<file path="config.mk">
export PLATFORM = sky130hd
export DESIGN_NAME = gear_shift_ctrl_flat
export DESIGN_NICKNAME = d
export VERILOG_FILES = /design/src/rtl/gear_pkg.sv /design/src/rtl/gear_shift_ctrl_if.sv /design/src/rtl/shift_timer.sv /design/src/rtl/gear_shift_ctrl.sv /design/src/flat_wrapper.sv
export SDC_FILE = /design/constraint.sdc
export NUM_CORES = 1
export LEC_CHECK = 0
export ABC_CLOCK_PERIOD_IN_PS = 3190
export BUFFER_PORTS_ARGS = -buffer_cell sky130_fd_sc_hd__buf_2
export CORE_UTILIZATION = 55
export CTS_BUF_LIST = sky130_fd_sc_hd__clkbuf_8
export CTS_CLUSTER_SIZE = 16
export DETAILED_ROUTE_END_ITERATION = 12
export PLACE_DENSITY_LB_ADDON = 0.1
export SYNTH_ARGS = -nofsm -noshare
export SYNTH_HDL_FRONTEND = slang
export SYNTH_SLANG_ARGS = --single-unit
</file>
<file path="constraint.sdc">
create_clock -name clk -period 3.19 [get_ports clk]
set_clock_uncertainty 0.05 [all_clocks]
set_input_delay 0 -clock clk [delete_from_list [all_inputs] [get_ports clk]]
set_output_delay 0 -clock clk [all_outputs]
set_load 0.01 [all_outputs]
</file>
<file path="src/rtl/gear_pkg.sv">
`default_nettype none
// ============================================================================
// Module      : gear_pkg
// Description : Shared types, constants and zone helpers for the gear shift
//               sequencing controller (states, rpm bands, drive modes).
// Revision    : 1.0 - initial release
// ============================================================================
package gear_pkg;

  typedef enum logic [2:0] {
    ST_OFF      = 3'd0,
    ST_CRANK    = 3'd1,
    ST_SHIFT    = 3'd2,
    ST_RUN      = 3'd3,
    ST_SHUTDOWN = 3'd4
  } state_t;

  // Which shift condition the hold counter is currently timing.
  typedef enum logic [1:0] {
    ZONE_NONE = 2'd0,
    ZONE_UP   = 2'd1,
    ZONE_DOWN = 2'd2
  } zone_t;

  localparam logic [1:0] RPM_IDLE = 2'd0;
  localparam logic [1:0] RPM_LOW  = 2'd1;
  localparam logic [1:0] RPM_MID  = 2'd2;
  localparam logic [1:0] RPM_HIGH = 2'd3;

  localparam logic [1:0] MODE_ECO    = 2'b00;
  localparam logic [1:0] MODE_NORMAL = 2'b01;
  localparam logic [1:0] MODE_SPORT  = 2'b10;
  localparam logic [1:0] MODE_RSVD   = 2'b11;

  // Eco shifts up early (mid band); every other mode waits for high band.
  function automatic logic up_zone(input logic [1:0] m, input logic [1:0] r);
    logic v;
    v = 1'b0;
    case (m)
      MODE_ECO:                         v = (r >= RPM_MID);
      MODE_NORMAL, MODE_SPORT, MODE_RSVD: v = (r == RPM_HIGH);
      default:                          v = (r == RPM_HIGH);
    endcase
    return v;
  endfunction

  // Sport shifts down early (low band); other modes wait for idle.
  function automatic logic down_zone(input logic [1:0] m, input logic [1:0] r);
    logic v;
    v = 1'b0;
    case (m)
      MODE_SPORT:                       v = (r <= RPM_LOW);
      MODE_ECO, MODE_NORMAL, MODE_RSVD: v = (r == RPM_IDLE);
      default:                          v = (r == RPM_IDLE);
    endcase
    return v;
  endfunction

endpackage
`default_nettype wire

</file>
<file path="src/rtl/gear_shift_ctrl_if.sv">
`default_nettype none
// ============================================================================
// Module      : gear_shift_ctrl_if
// Description : Signal bundle between the driver/transmission side and the
//               gear shift sequencing controller.
//   start_req  : engine start request (level or pulse)
//   stop_req   : engine stop request (level or pulse)
//   R[1:0]     : rpm band from the revolution FSM
//   M[1:0]     : drive mode from the mode-change FSM
//   A          : engine-on command
//   clutch     : clutch open
//   gear[2:0]  : engaged gear, 0 = neutral
//   shift_done : one-cycle pulse when a shift completes
//   fault      : sticky over-rev fault
//   master modport = environment side, slave modport = controller side.
// Revision    : 1.0 - initial release
// ============================================================================
interface gear_shift_ctrl_if;
  logic       start_req;
  logic       stop_req;
  logic [1:0] R;
  logic [1:0] M;
  logic       A;
  logic       clutch;
  logic [2:0] gear;
  logic       shift_done;
  logic       fault;

  modport master (
    output start_req, stop_req, R, M,
    input  A, clutch, gear, shift_done, fault
  );

  modport slave (
    input  start_req, stop_req, R, M,
    output A, clutch, gear, shift_done, fault
  );
endinterface
`default_nettype wire

</file>
<file path="src/rtl/shift_timer.sv">
`default_nettype none
// ============================================================================
// Module      : shift_timer
// Description : Loadable down-counter shared by the crank, shift dwell and
//               shutdown dwell phases. o_done is high during the last cycle
//               of a loaded interval, so a load of N yields N cycles.
//   clk, reset : clock, synchronous active-high reset
//   i_load     : load i_val (takes priority over counting)
//   i_val      : interval length in cycles
//   o_done     : last cycle of the interval
// Revision    : 1.0 - initial release
// ============================================================================
module shift_timer #(
  parameter int W = 4
) (
  input  logic         clk,
  input  logic         reset,
  input  logic         i_load,
  input  logic [W-1:0] i_val,
  output logic         o_done
);

  logic [W-1:0] r_cnt;

  always_ff @(posedge clk) begin
    if (reset) begin
      r_cnt <= '0;
    end else if (i_load) begin
      r_cnt <= i_val;
    end else if (r_cnt != '0) begin
      r_cnt <= r_cnt - W'(1);
    end
  end

  assign o_done = (r_cnt == W'(1));

endmodule
`default_nettype wire

</file>
<file path="src/rtl/gear_shift_ctrl.sv">
`default_nettype none
// ============================================================================
// Module      : gear_shift_ctrl
// Description : Sequencing controller for the transmission FSM pair. Owns the
//               engine-on command, cranks, engages first gear, then shifts up
//               and down with hold-time hysteresis on the rpm band.
//   clk        : clock, rising edge
//   reset      : synchronous active-high reset
//   bus        : gear_shift_ctrl_if.slave (requests, R, M in; A, clutch,
//                gear, shift_done, fault out; all outputs registered)
// Build option: define OVERREV_GUARD_EN to enable the over-rev monitor in
//               top gear (sticky fault + forced shutdown); otherwise fault
//               stays 0.
// Revision    : 1.0 - initial release
// ============================================================================
module gear_shift_ctrl
  import gear_pkg::*;
#(
  parameter int NGEARS    = 5,
  parameter int CRANK_CYC = 8,
  parameter int DWELL_CYC = 4,
  parameter int HOLD_CYC  = 3
) (
  input  logic             clk,
  input  logic             reset,
  gear_shift_ctrl_if.slave bus
);

  localparam int         TMR_MAX  = (CRANK_CYC > DWELL_CYC) ? CRANK_CYC : DWELL_CYC;
  localparam int         TW       = $clog2(TMR_MAX + 1);
  localparam int         HW       = $clog2(HOLD_CYC + 1);
  localparam logic [2:0] TOP_GEAR = 3'(NGEARS);

  state_t          r_state, w_state_nxt;
  logic            r_a, r_clutch, r_done, r_fault;
  logic [2:0]      r_gear, r_target;
  logic [HW-1:0]   r_hold;
  zone_t           r_zone;

  logic            w_tmr_load, w_tmr_done;
  logic [TW-1:0]   w_tmr_val;
  logic [2:0]      w_target_nxt;
  zone_t           w_zone;
  logic [HW-1:0]   w_hold_inc;
  logic            w_hold_hit;
  logic            w_ovr_trip;
  logic            w_a_nxt, w_clutch_nxt, w_done_nxt, w_fault_nxt;
  logic [2:0]      w_gear_nxt;

  shift_timer #(.W(TW)) u_timer (
    .clk    (clk),
    .reset  (reset),
    .i_load (w_tmr_load),
    .i_val  (w_tmr_val),
    .o_done (w_tmr_done)
  );

  // Shift zone, with the gear limits folded in so that top gear never sees
  // an up-zone and first gear never sees a down-zone.
  always_comb begin
    w_zone = ZONE_NONE;
    if (r_state == ST_RUN) begin
      if ((r_gear < TOP_GEAR) && up_zone(bus.M, bus.R)) begin
        w_zone = ZONE_UP;
      end else if ((r_gear > 3'd1) && down_zone(bus.M, bus.R)) begin
        w_zone = ZONE_DOWN;
      end
    end
  end

  // A fresh zone counts as its first persistent cycle.
  always_comb begin
    w_hold_inc = '0;
    if (w_zone != ZONE_NONE) begin
      w_hold_inc = (w_zone == r_zone) ? (r_hold + HW'(1)) : HW'(1);
    end
  end

  assign w_hold_hit = (w_zone != ZONE_NONE) && (w_hold_inc == HW'(HOLD_CYC));

  always_ff @(posedge clk) begin
    if (reset || w_hold_hit) begin
      r_hold <= '0;
      r_zone <= ZONE_NONE;
    end else begin
      r_hold <= w_hold_inc;
      r_zone <= w_zone;
    end
  end

`ifdef OVERREV_GUARD_EN
  localparam int OVR_CYC = 4 * HOLD_CYC;
  localparam int OW      = $clog2(OVR_CYC + 1);

  logic [OW-1:0] r_ovr, w_ovr_inc;
  logic          w_ovr_cond;

  assign w_ovr_cond = (r_state == ST_RUN) && (r_gear == TOP_GEAR) && (bus.R == RPM_HIGH);
  assign w_ovr_inc  = w_ovr_cond ? (r_ovr + OW'(1)) : '0;
  assign w_ovr_trip = w_ovr_cond && (w_ovr_inc == OW'(OVR_CYC));

  always_ff @(posedge clk) begin
    if (reset || w_ovr_trip) begin
      r_ovr <= '0;
    end else begin
      r_ovr <= w_ovr_inc;
    end
  end
`else
  assign w_ovr_trip = 1'b0;
`endif

  // State register
  always_ff @(posedge clk) begin
    if (reset) begin
      r_state <= ST_OFF;
    end else begin
      r_state <= w_state_nxt;
    end
  end

  // Next-state logic. stop_req outranks every other transition outside OFF;
  // a stop already being serviced in SHUTDOWN does not restart the dwell.
  always_comb begin
    w_state_nxt  = r_state;
    w_tmr_load   = 1'b0;
    w_tmr_val    = '0;
    w_target_nxt = r_target;
    case (r_state)
      ST_OFF: begin
        if (bus.start_req && !bus.stop_req && !r_fault) begin
          w_state_nxt = ST_CRANK;
          w_tmr_load  = 1'b1;
          w_tmr_val   = TW'(CRANK_CYC);
        end
      end
      ST_CRANK: begin
        if (bus.stop_req) begin
          w_state_nxt = ST_SHUTDOWN;
          w_tmr_load  = 1'b1;
          w_tmr_val   = TW'(DWELL_CYC);
        end else if (w_tmr_done) begin
          w_state_nxt  = ST_SHIFT;
          w_tmr_load   = 1'b1;
          w_tmr_val    = TW'(DWELL_CYC);
          w_target_nxt = 3'd1;
        end
      end
      ST_SHIFT: begin
        if (bus.stop_req) begin
          w_state_nxt = ST_SHUTDOWN;
          w_tmr_load  = 1'b1;
          w_tmr_val   = TW'(DWELL_CYC);
        end else if (w_tmr_done) begin
          w_state_nxt = ST_RUN;
        end
      end
      ST_RUN: begin
        if (bus.stop_req || w_ovr_trip) begin
          w_state_nxt = ST_SHUTDOWN;
          w_tmr_load  = 1'b1;
          w_tmr_val   = TW'(DWELL_CYC);
        end else if (w_hold_hit) begin
          w_state_nxt  = ST_SHIFT;
          w_tmr_load   = 1'b1;
          w_tmr_val    = TW'(DWELL_CYC);
          w_target_nxt = (w_zone == ZONE_UP) ? (r_gear + 3'd1) : (r_gear - 3'd1);
        end
      end
      ST_SHUTDOWN: begin
        if (w_tmr_done) begin
          w_state_nxt = ST_OFF;
        end
      end
      default: begin
        w_state_nxt = ST_OFF;
      end
    endcase
  end

  // Output logic: next values of the registered outputs, keyed on the
  // transition being taken this cycle.
  always_comb begin
    w_a_nxt      = r_a;
    w_clutch_nxt = r_clutch;
    w_gear_nxt   = r_gear;
    w_done_nxt   = 1'b0;
    w_fault_nxt  = r_fault | w_ovr_trip;
    if ((r_state == ST_OFF) && (w_state_nxt == ST_CRANK)) begin
      w_a_nxt = 1'b1;
    end
    if ((w_state_nxt == ST_SHIFT) || (w_state_nxt == ST_SHUTDOWN)) begin
      w_clutch_nxt = 1'b1;
    end
    if ((r_state == ST_SHIFT) && (w_state_nxt == ST_RUN)) begin
      w_gear_nxt   = r_target;
      w_clutch_nxt = 1'b0;
      w_done_nxt   = 1'b1;
    end
    if ((r_state == ST_SHUTDOWN) && (w_state_nxt == ST_OFF)) begin
      w_gear_nxt   = 3'd0;
      w_clutch_nxt = 1'b0;
      w_a_nxt      = 1'b0;
    end
  end

  always_ff @(posedge clk) begin
    if (reset) begin
      r_a      <= 1'b0;
      r_clutch <= 1'b0;
      r_gear   <= 3'd0;
      r_done   <= 1'b0;
      r_fault  <= 1'b0;
      r_target <= 3'd0;
    end else begin
      r_a      <= w_a_nxt;
      r_clutch <= w_clutch_nxt;
      r_gear   <= w_gear_nxt;
      r_done   <= w_done_nxt;
      r_fault  <= w_fault_nxt;
      r_target <= w_target_nxt;
    end
  end

  assign bus.A          = r_a;
  assign bus.clutch     = r_clutch;
  assign bus.gear       = r_gear;
  assign bus.shift_done = r_done;
  assign bus.fault      = r_fault;

endmodule
`default_nettype wire

</file>
<file path="src/flat_wrapper.sv">
// flat-port wrapper written by rule: the top's interface ports become plain ports
module gear_shift_ctrl_flat import gear_pkg::*;
#(
  parameter int NGEARS    = 5,
  parameter int CRANK_CYC = 8,
  parameter int DWELL_CYC = 4,
  parameter int HOLD_CYC  = 3
)
  (clk, reset, bus_start_req, bus_stop_req, bus_R, bus_M, bus_A, bus_clutch, bus_gear, bus_shift_done, bus_fault);
  gear_shift_ctrl_if bus_i ();
  input  logic clk;
  input  logic reset;
  input wire logic [$bits(bus_i.start_req)-1:0] bus_start_req;
  input wire logic [$bits(bus_i.stop_req)-1:0] bus_stop_req;
  input wire logic [$bits(bus_i.R)-1:0] bus_R;
  input wire logic [$bits(bus_i.M)-1:0] bus_M;
  output wire logic [$bits(bus_i.A)-1:0] bus_A;
  output wire logic [$bits(bus_i.clutch)-1:0] bus_clutch;
  output wire logic [$bits(bus_i.gear)-1:0] bus_gear;
  output wire logic [$bits(bus_i.shift_done)-1:0] bus_shift_done;
  output wire logic [$bits(bus_i.fault)-1:0] bus_fault;
  assign bus_i.start_req = bus_start_req;
  assign bus_i.stop_req = bus_stop_req;
  assign bus_i.R = bus_R;
  assign bus_i.M = bus_M;
  assign bus_A = bus_i.A;
  assign bus_clutch = bus_i.clutch;
  assign bus_gear = bus_i.gear;
  assign bus_shift_done = bus_i.shift_done;
  assign bus_fault = bus_i.fault;
  gear_shift_ctrl #(.NGEARS(NGEARS), .CRANK_CYC(CRANK_CYC), .DWELL_CYC(DWELL_CYC), .HOLD_CYC(HOLD_CYC)) u_core (.clk(clk), .reset(reset), .bus(bus_i));
endmodule
</file>
Word level (Yosys, flattened, before mapping)
Index checks and enable logic that the tools add are counted.
- add/sub/neg operators: 4
- order comparisons: 4
- eq/ne operators: 20
- multiplexer cells: 42
- reductions and logical operators: 23
- operators with widths (kind ; count):
    2-to-1 mux 3 bit ; 16
    2-to-1 mux 4 bit ; 5
    case mux 4 bit (4 select lines) ; 1
    case mux 3 bit (5 select lines) ; 1
    equality test 3 x 2 -> 1 bit, second input constant ; 4
    2-to-1 mux 1 bit ; 10
    2-to-1 mux 2 bit ; 5
    OR reduction 3 bit ; 3
    equality test 2 bit, second input constant ; 4
    logical AND 1 bit ; 7
    equality test 3 x 1 -> 1 bit, second input constant ; 2
    equality test 3 bit, second input constant ; 2
    zero test 3 bit ; 2
    != test 2 bit, second input constant ; 3
    case mux 3 bit (2 select lines) ; 1
    nonzero test 2 bit ; 3
    AND reduction 5 bit ; 1
    equality test 2 x 1 -> 1 bit, second input constant ; 2
    equality test 4 x 1 -> 1 bit, second input constant ; 1
    zero test 2 bit ; 2
    case mux 1 bit (2 select lines) ; 2
    case mux 1 bit (4 select lines) ; 1
    nonzero test 4 bit ; 1
    subtractor 4 x 1 -> 4 bit, second input constant ; 1
    12 further kinds ; 13
- bits in registers: 20
- output and inout port bits: 7
- logic and storage cells: 102

Depth between registers and ports, before layout
Gate-level depths: netlist of run 1.
- depth in word-level cells: 22
- gate-level depth with buffers: 8
- mapped depth without buffers: 7

Hierarchy
Synthesis of run 1 repeated with hierarchy kept, for this count alone.
- cell total of the unflattened synthesis: 138
- area, all modules: 1167.4 sq um
- modules (own cells, without submodules) (module ; times used ; cells each ; area an instance (sq um) ; sequential area each (sq um)):
    gear_shift_ctrl ; 1 ; 111 ; 920.9 ; 320.3
    shift_timer ; 1 ; 27 ; 246.5 ; 80.1

Least setup slack after synthesis of run 1
Ideal clock, no wire load.
- path type: register -> register
- start: reg u_core.u_timer.r_cnt[1]
- end: reg u_core.r_state[0]
- data arrival time: 1.718 ns
- slack: 1.326 ns
- cell stages (with the launch flop): 9
- path buffers: 1
- clock period less this slack: 1.864 ns
- cell sequence: dfxtp_1 -> inv_1 -> ha_1 -> nor3b_1 -> clkbuf_1 -> mux2i_1 -> o31ai_1 -> o32a_1 -> nor4b_1
- word-level cells in the longest chain between the ends: 4
- elaborated cells between the ends (all ways): 7
- those cells by class: eq/ne (1); mux (6)
- ends and longest elaborated chain (what ; line ; text):
    start, declared ; shift_timer.sv:23 ; logic [W-1:0] r_cnt;
    start signal, assigned ; shift_timer.sv:29 ; r_cnt <= i_val;
    start signal, assigned ; shift_timer.sv:31 ; r_cnt <= r_cnt - W'(1);
    equality test 4 x 1 -> 1 bit * ; shift_timer.sv:35 ; assign o_done = (r_cnt == W'(1));
    2-to-1 mux 3 bit, on equally long branches ; gear_shift_ctrl.sv:154, gear_shift_ctrl.sv:142 ;
    2-to-1 mux 3 bit, on equally long branches ; gear_shift_ctrl.sv:150, gear_shift_ctrl.sv:138 ;
    case mux 3 bit (5 select lines) * ; gear_shift_ctrl.sv:129 ; case (r_state)
    end signal, assigned ; gear_shift_ctrl.sv:118 ; r_state <= w_state_nxt;
    end, declared ; gear_shift_ctrl.sv:34 ; state_t r_state, w_state_nxt;
Every way passes the cells marked *; elsewhere a longest branch is shown, timed or not.
A chain may end at the register's enable or synchronous reset.

Worst setup path after layout of run 1
Same ends and word-level chain as after synthesis.

==> qor.csv, run 1 <==
stage;metric;value;unit
logic_synthesis;synth_edf_count;0;
logic_synthesis;synth_cell_type_count;44;
cells_and_area;antenna_cells;0;
setup_path;critPathLaunchType;flop;
die;rows;16;
timing;whs;0.0168;ns
setup_path;worstPathRequired;3.30;ns
cells_and_area;fin_cells;173;
route;viasPerCell;5.90;
grt;grt_pass1_wl;3370;µm
cells_and_area;fill_cells;190;
route;drt_wl_total;2260;µm
timing;fmax;514;MHz
timing;rsz0062_at_grt;false;
timing;setup_slack;1.24;ns
setup_path;end_kind;flop;
cells_and_area;area_delta_synth_final;11.5;%
logic_synthesis;ys_seq_elements;20;
clock_tree;hold_buffers;0;
clock_tree;clk_path_buf_depth;2;
route;vias;1021;
die;die_h;47.6;µm
timing;fin_crit_sh;61.0;%
timing;hold_violations;0;
cells_and_area;ff_latch_area;400;µm²
clock_tree;tritoncts;done;
timing;fin_crit;1.95;ns
timing;drv_slew;0;
clock_tree;cts_root_buf;clkbuf_8;
power_and_ir_drop;p_leak;0.000492;µW
worst_hold_path;hold_path.class;in2reg;
cells_and_area;nets;160;
clock_tree;insertion_delay;0.25;ns
placed_design;dp_cells;169;
flow_run;drv_cap;0;
setup_path;path_max_fanout;11;
clock_tree;clkTransAtPathRegs;0.07;ns
route;drt-initial-drc-count;14;
cells_and_area;final_cell_mix;dfxtp_1, nor2_1, buf_2;
logic_synthesis;syn_area_per_cell;8.48;µm²
timing;maxSlewHeadroom;38.0;%
grt;grt_overflow;0;
logic_synthesis;yosysWarnings;0;
placed_design;portBuffers;13;
clock_tree;numCtsBuffers;3;
grt;grt_max_degree;17;
cells_and_area;layout_commonest_cell;dfxtp_1;
placed_design;dp_slack;1.24;ns
timing;max_slew.worst_pin.slew;0.917;ns
placed_design;place_hpwl;1740;µm
cells_and_area;multi_input_area;688;µm²
timing;setup_viol;0;
outcome;status;completed;
route;route.detailed.drc;0;
logic_synthesis;ys.flop_type;dfxtp_1;
power_and_ir_drop;power.total;706;µW
grt;antenna_found_initial;0;
clock_tree;post_cts_resized;0;
die;dieArea;2270;µm²
logic_synthesis;syn_nets;148;
power_and_ir_drop;irDropWorstVdd;0.000429;V
die;die_x;47.6;µm
setup_path;crit_type;reg2reg;
setup_path;r2r_cells;8;
worst_hold_path;worstHoldPathCells;2;
cells_and_area;drive_above_1_share;15.1;%
setup_path;crit_arrival;2.06;ns
clock_tree;cts_setup_buffers;0;
die;core;1960;µm²
logic_synthesis;synth_async_sr_flop_share;0;%
route;ant_nets;0;
power_and_ir_drop;power_density;553;nW/µm²
placed_design;gp_congestion;0.789;
clock_tree;cts-htree-levels;1;
grt;grt_pass1_vias;839;
route;firstDrtPassIters;4;
clock_tree;clock_sinks;20;
logic_synthesis;ys_seq_area_share;35.0;%
die;ios;15;
route;wl_per_cell;13.0;µm
die;initial_core_util;58.4;%
grt;grt_usage;21.0;%
logic_synthesis;syn-cell-area;1140;µm²
logic_synthesis;synthesis.instances;135;
timing;final.setup.tns;0;ns
final cells by class:
cell class	count	area share [%]
multi-input combinational	101	53.9
sequential	20	31.4
timing repair buffer	14	5.69
clock buffer	4	4.31
tap	27	2.65
inverter	7	2.06
synth_stat cells (2+ instances only):
library cell,number,area [µm²]
a21oi_1,10,50.1
o21bai_1,2,15.0
xor2_1,2,17.5
nand2b_1,5,31.3
nand3b_1,4,30.0
ha_1,5,62.6
nor4_1,4,25.0
clkbuf_1,6,22.5
nor2_1,14,52.6
o21ai_0,2,10.0
nand3_1,5,25.0
o21ai_1,3,15.0
dfxtp_1,20,400
a21o_1,3,22.5
nor3_1,3,15.0
o31ai_1,3,22.5
nor3b_1,3,22.5
nor4b_1,2,17.5
nor2b_1,3,18.8
inv_1,7,26.3
nand2_1,6,22.5
report_power, final:
| group | total (µW) | internal [µW] | switching [µW] |
|---|---|---|---|
| logic | 214 | 97.4 | 116 |
| clock network | 189 | 110 | 79.0 |
| registers | 304 | 277 | 26.1 |
sequential cells by signal (all words and copies together), names as in the netlist:
signal	count
u_core.bus.shift_done	1
u_core.r_target	3
u_core.bus.clutch	1
u_core.u_timer.r_cnt	4
u_core.r_zone	2
u_core.bus.A	1
u_core.bus.gear	3
u_core.r_state	3
u_core.r_hold	2
critical path, stage by stage (launching register included):
cell and delay (ns):
dfxtp_1 0.33, inv_1 0.10, ha_1 0.14, nor3b_1 0.19
buf_4 0.21, mux2i_1 0.26, o31ai_1 0.12, o32a_1 0.22
nor4b_1 0.24
logic make-up (layout without fill, tap and decap cells):
kind of cell / after synthesis / after routing / share of synthesized area, %
xor+xnor: 3 / 3 / 2.30
other cells: 1 / 1 / 0.328
flops: 20 / 20 / 35.0
compound gates: 35 / 35 / 23.5
simple gates: 56 / 56 / 27.7
buf+inv: 14 / 25 / 4.92
fa+ha+maj: 5 / 5 / 5.46
mux: 1 / 1 / 0.874
path summary, 6_finish.rpt:
check | start | endpoint | slack [ns]
max reg2reg | u_core.u_timer.r_cnt[1]$_SDFFE_PP0P_ | u_core.r_state[0]$_SDFF_PP0_ | 1.24
max | u_core.u_timer.r_cnt[1]$_SDFFE_PP0P_ | u_core.r_state[0]$_SDFF_PP0_ | 1.24
min reg2reg | u_core.r_target[1]$_SDFFE_PP0P_ | u_core.bus.gear[1]$_SDFFE_PP0P_ | 0.43
min | bus_stop_req | u_core.r_state[1]$_SDFF_PP0_ | 0.02
metal layers:
| layer | vias to the layer above | track usage [%] | part of all wire, % |
|---|---|---|---|
| met5 | - | 0 | 0 |
| met4 | 0 | 6.67 | 0.53 |
| met3 | 2 | 3.40 | 3.5 |
| met2 | 18 | 36.7 | 48 |
| met1 | 484 | 26.4 | 48 |
| li1 | 517 | - | - |
through the flow:
stage	area, µm²	util [%]
CTS	1280	65.1
global route	1280	65.1
global placement	1220	62.2
floorplan	1140	-
detailed placement	1220	62.2
finish	1280	65.1
Note: power is estimated with default switching activity, not from simulation.
==> inputs of run 2 (changes only) <==
--- a/config.mk
+++ b/config.mk
@@ -5,7 +5,7 @@
 export SDC_FILE = /design/constraint.sdc
 export NUM_CORES = 1
 export LEC_CHECK = 0
-export ABC_CLOCK_PERIOD_IN_PS = 3190
+export ABC_CLOCK_PERIOD_IN_PS = 2000
 export BUFFER_PORTS_ARGS = -buffer_cell sky130_fd_sc_hd__buf_2
 export CORE_UTILIZATION = 55
 export CTS_BUF_LIST = sky130_fd_sc_hd__clkbuf_8
==> constraint.sdc (replaced) <==
create_clock -name clk -period 2 [get_ports clk]
set_clock_uncertainty 0.05 [all_clocks]
set_input_delay 0 -clock clk [delete_from_list [all_inputs] [get_ports clk]]
set_output_delay 0 -clock clk [all_outputs]
set_load 0.01 [all_outputs]
==> qor.csv, run 2 (synthesized netlist as in run 1, its figures left out) <==
stage;metric;value;unit;change
setup_path;cpPeakStageDelay;0.50;ns;+0.17 ns
setup_path;worstPathRequired;2.14;ns;-1.16 ns
clock_tree;clk_path_buf_depth;2;;unchanged
cells_and_area;nets;164;;+2.5%
route;drt_wl_total;2320;µm;+3.0%
die;dieArea;2270;µm²;unchanged
die;die_x;47.6;µm;unchanged
grt;grt_pass1_wl;3630;µm;+7.6%
clock_tree;cts-htree-levels;1;;unchanged
power_and_ir_drop;p_leak;0.000508;µW;+3.2%
worst_hold_path;hold_path.class;in2reg;;
cells_and_area;final_cell_mix;dfxtp_1, nor2_1, buf_2;;
placed_design;portBuffers;13;;unchanged
worst_hold_path;hold_start;bus_stop_req;;
grt;antenna_found_initial;0;;unchanged
setup_path;worst_path_max_delay_cell;or4b_1;;
route;wl_per_cell;13.2;µm;+1.2%
timing;setup_slack;0.123;ns;-1.12 ns
setup_path;crit_arrival;2.02;ns;-0.04 ns
timing;hold_violations;0;;unchanged
cells_and_area;antenna_cells;0;;unchanged
die;core;1960;µm²;unchanged
grt;grt_overflow;0;;unchanged
route;firstDrtPassIters;4;;unchanged
route;vias;1023;;+0.20%
cells_and_area;area_delta_synth_final;13.1;%;
timing;fin_crit;1.88;ns;-0.0682 ns
clock_tree;tritoncts;done;;
timing;final.setup.tns;0;ns;unchanged
setup_path;end_kind;flop;;
setup_path;r2r_slack;0.12;ns;-1.12 ns
die;initial_core_util;58.4;%;unchanged
clock_tree;cts_root_buf;clkbuf_8;;
clock_tree;insertion_delay;0.25;ns;about the same
die;rows;16;;unchanged
route;ant_nets;0;;unchanged
timing;setup_viol;0;;unchanged
grt;grt_max_degree;17;;unchanged
cells_and_area;fill_cells;186;;-2.1%
route;route.detailed.drc;0;;unchanged
setup_path;r2r-end;u_core.r_target[2]$_SDFFE_PP0P_;;
die;die_h;47.6;µm;unchanged
cells_and_area;drive_above_1_share;18.1;%;+3.1 points
setup_path;r2r_start;u_core.u_timer.r_cnt[1]$_SDFFE_PP0P_;;
placed_design;place_hpwl;1750;µm;+0.59%
cells_and_area;fin_util;66.0;%;+0.96 points
setup_path;r2r_cells;7;;-1
cells_and_area;ff_latch_area;403;µm²;+0.62%
clock_tree;numCtsBuffers;3;;unchanged
setup_path;path_cells;inv_1, ha_1, nor3b_1, buf_4, and4b_1, or4b_1, o21ai_1;;
setup_path;crit_type;reg2reg;;
timing;drv_slew;0;;unchanged
placed_design;dp_slack;0.104;ns;-1.14 ns
clock_tree;clock_sinks;20;;unchanged
route;viasPerCell;5.81;;-1.5%
placed_design;dp_cells;171;;+1.2%
timing;fmax;533;MHz;+3.6%
clock_tree;hold_buffers;0;;unchanged
cells_and_area;fin_cells;176;;+1.7%
setup_path;critPathLaunch;u_core.u_timer.r_cnt[1]$_SDFFE_PP0P_;;
route;drt-initial-drc-count;22;;+8
setup_path;endpoint;u_core.r_target[2]$_SDFFE_PP0P_;;
setup_path;path_max_fanout;10;;-1
cells_and_area;largest_register_ffs;4;;unchanged
timing;fin_crit_sh;93.8;%;+33 points
grt;grt_pass1_vias;895;;+6.7%
grt;grt_usage;22.8;%;+1.8 points
die;ios;15;;unchanged
outcome;status;completed;;
cells_and_area;layout_commonest_cell;dfxtp_1;;
cells_and_area;multi_input_area;688;µm²;unchanged
power_and_ir_drop;irDropWorstVdd;0.000692;V;+61%
clock_tree;clkTransAtPathRegs;0.07;ns;about the same
power_and_ir_drop;power_density;829;nW/µm²;+50%
placed_design;gp_congestion;0.848;;+7.5%
cells_and_area;max_flop_register;u_core.u_timer.r_cnt;;
setup_path;critPathLaunchType;flop;;
flow_run;drv_cap;0;;unchanged
## run 2: metal layers
| metal | global-route usage (%) | part of all wire (%) | vias to the layer above |
|---|---|---|---|
| met2 | 39.2 | 48 | 21 |
| met5 | 0 | 0 | - |
| li1 | - | - | 519 |
| met1 | 28.3 | 49 | 481 |
| met4 | 8.33 | 0.73 | 0 |
| met3 | 4.53 | 3.0 | 2 |
## run 2: how the worst min path moves through the flow
stage | slack, ns | endpoint | cells past startpoint
after CTS | 0.005 | u_core.r_state[0]$_SDFF_PP0_ | 2
after floorplan | 0.12 | u_core.r_target[2]$_SDFFE_PP0P_ | 2
after global placement | 0.28 | u_core.r_state[0]$_SDFF_PP0_ | 2
after detailed placement | 0.28 | u_core.r_state[0]$_SDFF_PP0_ | 2
final | 0.02 | u_core.r_state[0]$_SDFF_PP0_ | 2
after global routing | 0.02 | u_core.r_state[0]$_SDFF_PP0_ | 2
## run 2: worst max-delay path: cells and delay by family (launching register included)
kind	cells	cell delay, ns
AND/OR/NAND/NOR	3	0.89
AO/OA/AOI/OAI	1	0.08
adder cells (fa/ha/maj)	1	0.17
flip-flops	1	0.35
buffers and inverters	2	0.26
## run 2: final cells by class
class,instances,share of cell area (%)
Sequential cell,20,31.1
Timing Repair Buffer,18,7.92
Multi-Input combinational cell,101,53.1
Clock buffer,3,3.19
Tap cell,27,2.61
Inverter,7,2.03
## run 2: timing repair
| item | CTS | global route |
|---|---|---|
| setup endpoints to repair | 0 | 3 |
| setup buffers | 0 | 2 |
| resized for setup | 0 | 2 |
## run 2: stage by stage
step	cell area [µm²]	power [µW]	hold slack [ns]
after detailed placement	1240	828	0.277
after CTS	1280	1080	0.00459
after global placement	1240	821	0.278
after floorplan	1140	753	0.125
final	1290	1070	0.0249
after global routing	1290	1160	0.0200
## run 2: where the power goes
| part | internal, µW | leakage, µW | switching, µW |
|---|---|---|---|
| logic | 156 | 0.000323 | 184 |
| registers | 443 | 0.000163 | 37.8 |
| clock network | 134 | 0.0000216 | 120 |
| total | 733 | 0.000508 | 341 |
==> inputs of run 3 (changes only) <==
--- a/config.mk
+++ b/config.mk
@@ -12,6 +12,7 @@
 export CTS_CLUSTER_SIZE = 16
 export DETAILED_ROUTE_END_ITERATION = 12
 export PLACE_DENSITY_LB_ADDON = 0.1
+export REMOVE_ABC_BUFFERS = 1
 export SYNTH_ARGS = -nofsm -noshare
 export SYNTH_HDL_FRONTEND = slang
 export SYNTH_SLANG_ARGS = --single-unit
==> qor.csv, run 3 (synthesized netlist as in run 1, its figures left out) <==
stage;metric;value;unit;change
grt;use_met3;3.40;%;-1.1 points
timing;fin_crit_sh;95.2;%;+1.3 points
route;drt_wl_total;2370;µm;+1.9%
grt;grt_pass1_wl;3510;µm;-3.2%
power_and_ir_drop;power_density;928;nW/µm²;+12%
timing;fmax;525;MHz;-1.4%
worst_hold_path;hold_path.class;in2reg;;
route;wl_per_cell;13.3;µm;+0.71%
power_and_ir_drop;power.switching;374;µW;+9.8%
power_and_ir_drop;power.internal;869;µW;+19%
route;viasPerCell;5.65;;-2.9%
cells_and_area;fin_util;68.3;%;+2.3 points
power_and_ir_drop;power_frac_clock;32.6;%;+9.0 points
worst_hold_path;hold_start;bus_R[0];;
power_and_ir_drop;power.share.sequential;39.0;%;-5.7 points
power_and_ir_drop;swShare;30.1;%;-1.6 points
grt;use_met2;35.3;%;-3.8 points
grt;grt_pass1_vias;823;;-8.0%
power_and_ir_drop;power.total;1240;µW;+16%
route;ant_nets;0;;unchanged
die;initial_core_util;58.4;%;unchanged
clock_tree;cts_root_buf;clkbuf_8;;
die;die_x;47.6;µm;unchanged
route;route.detailed.drc;0;;unchanged
setup_path;cpLargestDelayFamily;compound AO/OA/AOI/OAI gates;;
setup_path;critPathBufInv;1;;-1
setup_path;cp_num_cells;6;;-1
grt;antenna_found_initial;0;;unchanged
setup_path;r2r_start;u_core.bus.gear[1]$_SDFFE_PP0P_;;
timing;hold_violations;0;;unchanged
clock_tree;clock_sinks;20;;unchanged
clock_tree;numCtsBuffers;3;;unchanged
setup_path;end_kind;flop;;
cells_and_area;antenna_cells;0;;unchanged
placed_design;portBuffers;13;;unchanged
setup_path;crit_arrival;2.01;ns;about the same
die;die_h;47.6;µm;unchanged
cells_and_area;drive_above_1_share;19.2;%;+1.1 points
cells_and_area;fill_cells;177;;-4.8%
die;dieArea;2270;µm²;unchanged
die;core;1960;µm²;unchanged
route;drt-initial-drc-count;16;;-27%
power_and_ir_drop;p_leak;0.000530;µW;+4.2%
setup_path;path_cells;o21bai_1, a2111o_1, a2111oi_4, buf_4, or4b_1, o21ai_1;;
placed_design;place_hpwl;1810;µm;+3.3%
outcome;status;completed;;
setup_path;endpoint;u_core.r_target[2]$_SDFFE_PP0P_;;
grt;met1_usage;29.5;%;+1.1 points
die;rows;16;;unchanged
power_and_ir_drop;pwr-share-comb;28.4;%;-3.2 points
flow_run;drv_cap;0;;unchanged
clock_tree;clkTransAtPathRegs;0.08;ns;about the same
cells_and_area;layout_commonest_cell;dfxtp_1;;
cells_and_area;fin_cells;178;;+1.1%
setup_path;path_max_fanout;7;;-3
power_and_ir_drop;irDropWorstVdd;0.000624;V;-9.8%
setup_path;worstPathRequired;2.10;ns;-0.04 ns
clock_tree;clk_path_buf_depth;2;;unchanged
route;firstDrtPassIters;4;;unchanged
setup_path;r2r_cells;6;;-1
setup_path;critPathLaunchType;flop;;
setup_path;r2r-end;u_core.r_target[2]$_SDFFE_PP0P_;;
setup_path;crit_type;reg2reg;;
cells_and_area;area_delta_synth_final;17.0;%;
grt;grt_usage;22.4;%;-0.46 points
cells_and_area;nets;165;;+0.61%
clock_tree;insertion_delay;0.26;ns;about the same
cells_and_area;max_flop_register;u_core.u_timer.r_cnt;;
clock_tree;cts-htree-levels;1;;unchanged
cells_and_area;final_cell_mix;dfxtp_1, nor2_1, buf_2;;
setup_path;r2r_slack;0.1;ns;-0.03 ns
cells_and_area;largest_register_ffs;4;;unchanged
placed_design;post_dp_cell_area;1240;µm²;unchanged
placed_design;gp_congestion;0.788;;-7.0%
grt;grt_max_degree;17;;unchanged
setup_path;cpPeakStageDelay;0.47;ns;-0.03 ns
setup_path;worst_path_max_delay_cell;a2111oi_4;;
timing;rsz0062_at_grt;false;;
timing;setup_viol;0;;unchanged
die;ios;15;;unchanged
grt;busiest_layer;met2;;
setup_path;critPathLaunch;u_core.bus.gear[1]$_SDFFE_PP0P_;;
clock_tree;tritoncts;done;;
grt;grt_overflow;0;;unchanged
timing;fin_crit;1.90;ns;+0.0262 ns
timing;drv_slew;0;;unchanged
cells_and_area;stdcell_area;1340;µm²;+3.5%
placed_design;dp_cells;171;;unchanged
route;vias;1005;;-1.8%
==> run 3: cell types whose count changed in the layout (fill, tap and decap cells not counted), sizes merged <==
cell	change
dlygate4sd3	+1
bufinv	+1
==> run 3: power groups by stage <==
stage | clock, µW | combinational, µW | sequential [µW]
after floorplan | 0 | 258 | 483
after global placement | 0 | 335 | 487
after detailed placement | 0 | 344 | 490
after CTS | 410 | 348 | 481
after global routing | 420 | 405 | 493
final | 406 | 353 | 485
==> run 3: repair_timing <==
item                       CTS  global route
setup endpoints to repair    0             3
hold endpoints to repair     1             0
gates resized for setup      0             3
hold buffers                 1             0
setup buffers                0             2
==> run 3: routing by layer <==
metal / wire (µm) / part of all wire [%]
met5: 0 / 0
met4: 67 / 2.8
met3: 95 / 4.0
met2: 1070 / 45
met1: 1140 / 48
==> run 3: tightest hold or removal path: stages <==
cell and delay, ns:
buf_2 0.10, a21o_1 0.14, nor2_1 0.05
==> run 3: worst min path at each step <==
stage | end | slack [ns] | depth (start not counted)
5_1_grt | u_core.r_zone[1]$_SDFF_PP0_ | 0.06 | 3
3_5_place_dp | u_core.r_state[0]$_SDFF_PP0_ | 0.27 | 2
6_report | u_core.r_zone[1]$_SDFF_PP0_ | 0.03 | 3
2_1_floorplan | u_core.r_target[0]$_SDFFE_PP0P_ | 0.01 | 1
4_1_cts | u_core.r_zone[1]$_SDFF_PP0_ | 0.03 | 3
3_3_place_gp | u_core.r_state[0]$_SDFF_PP0_ | 0.27 | 2
==> run 3: cell type report <==
cell class | count | area (µm²) | share of cell area (%)
clock buffers | 3 | 41.3 | 3.08
clock inverters | 1 | 30.0 | 2.24
inverters | 7 | 26.3 | 1.96
multi-input cells | 101 | 693 | 51.7
flip-flops and latches | 20 | 403 | 30.1
well taps | 27 | 33.8 | 2.52
repair buffers | 19 | 113 | 8.40
==> run 3: stage by stage <==
| step | TNS, ns | hold WS (ns) | worst slack (ns) |
|---|---|---|---|
| after floorplan | -0.187 | 0.0146 | -0.0973 |
| after global placement | 0 | 0.270 | 0.162 |
| after detailed placement | 0 | 0.275 | 0.108 |
| after CTS | 0 | 0.0282 | 0.0317 |
| after global routing | 0 | 0.0590 | 0.0160 |
| final | 0 | 0.0282 | 0.0969 |
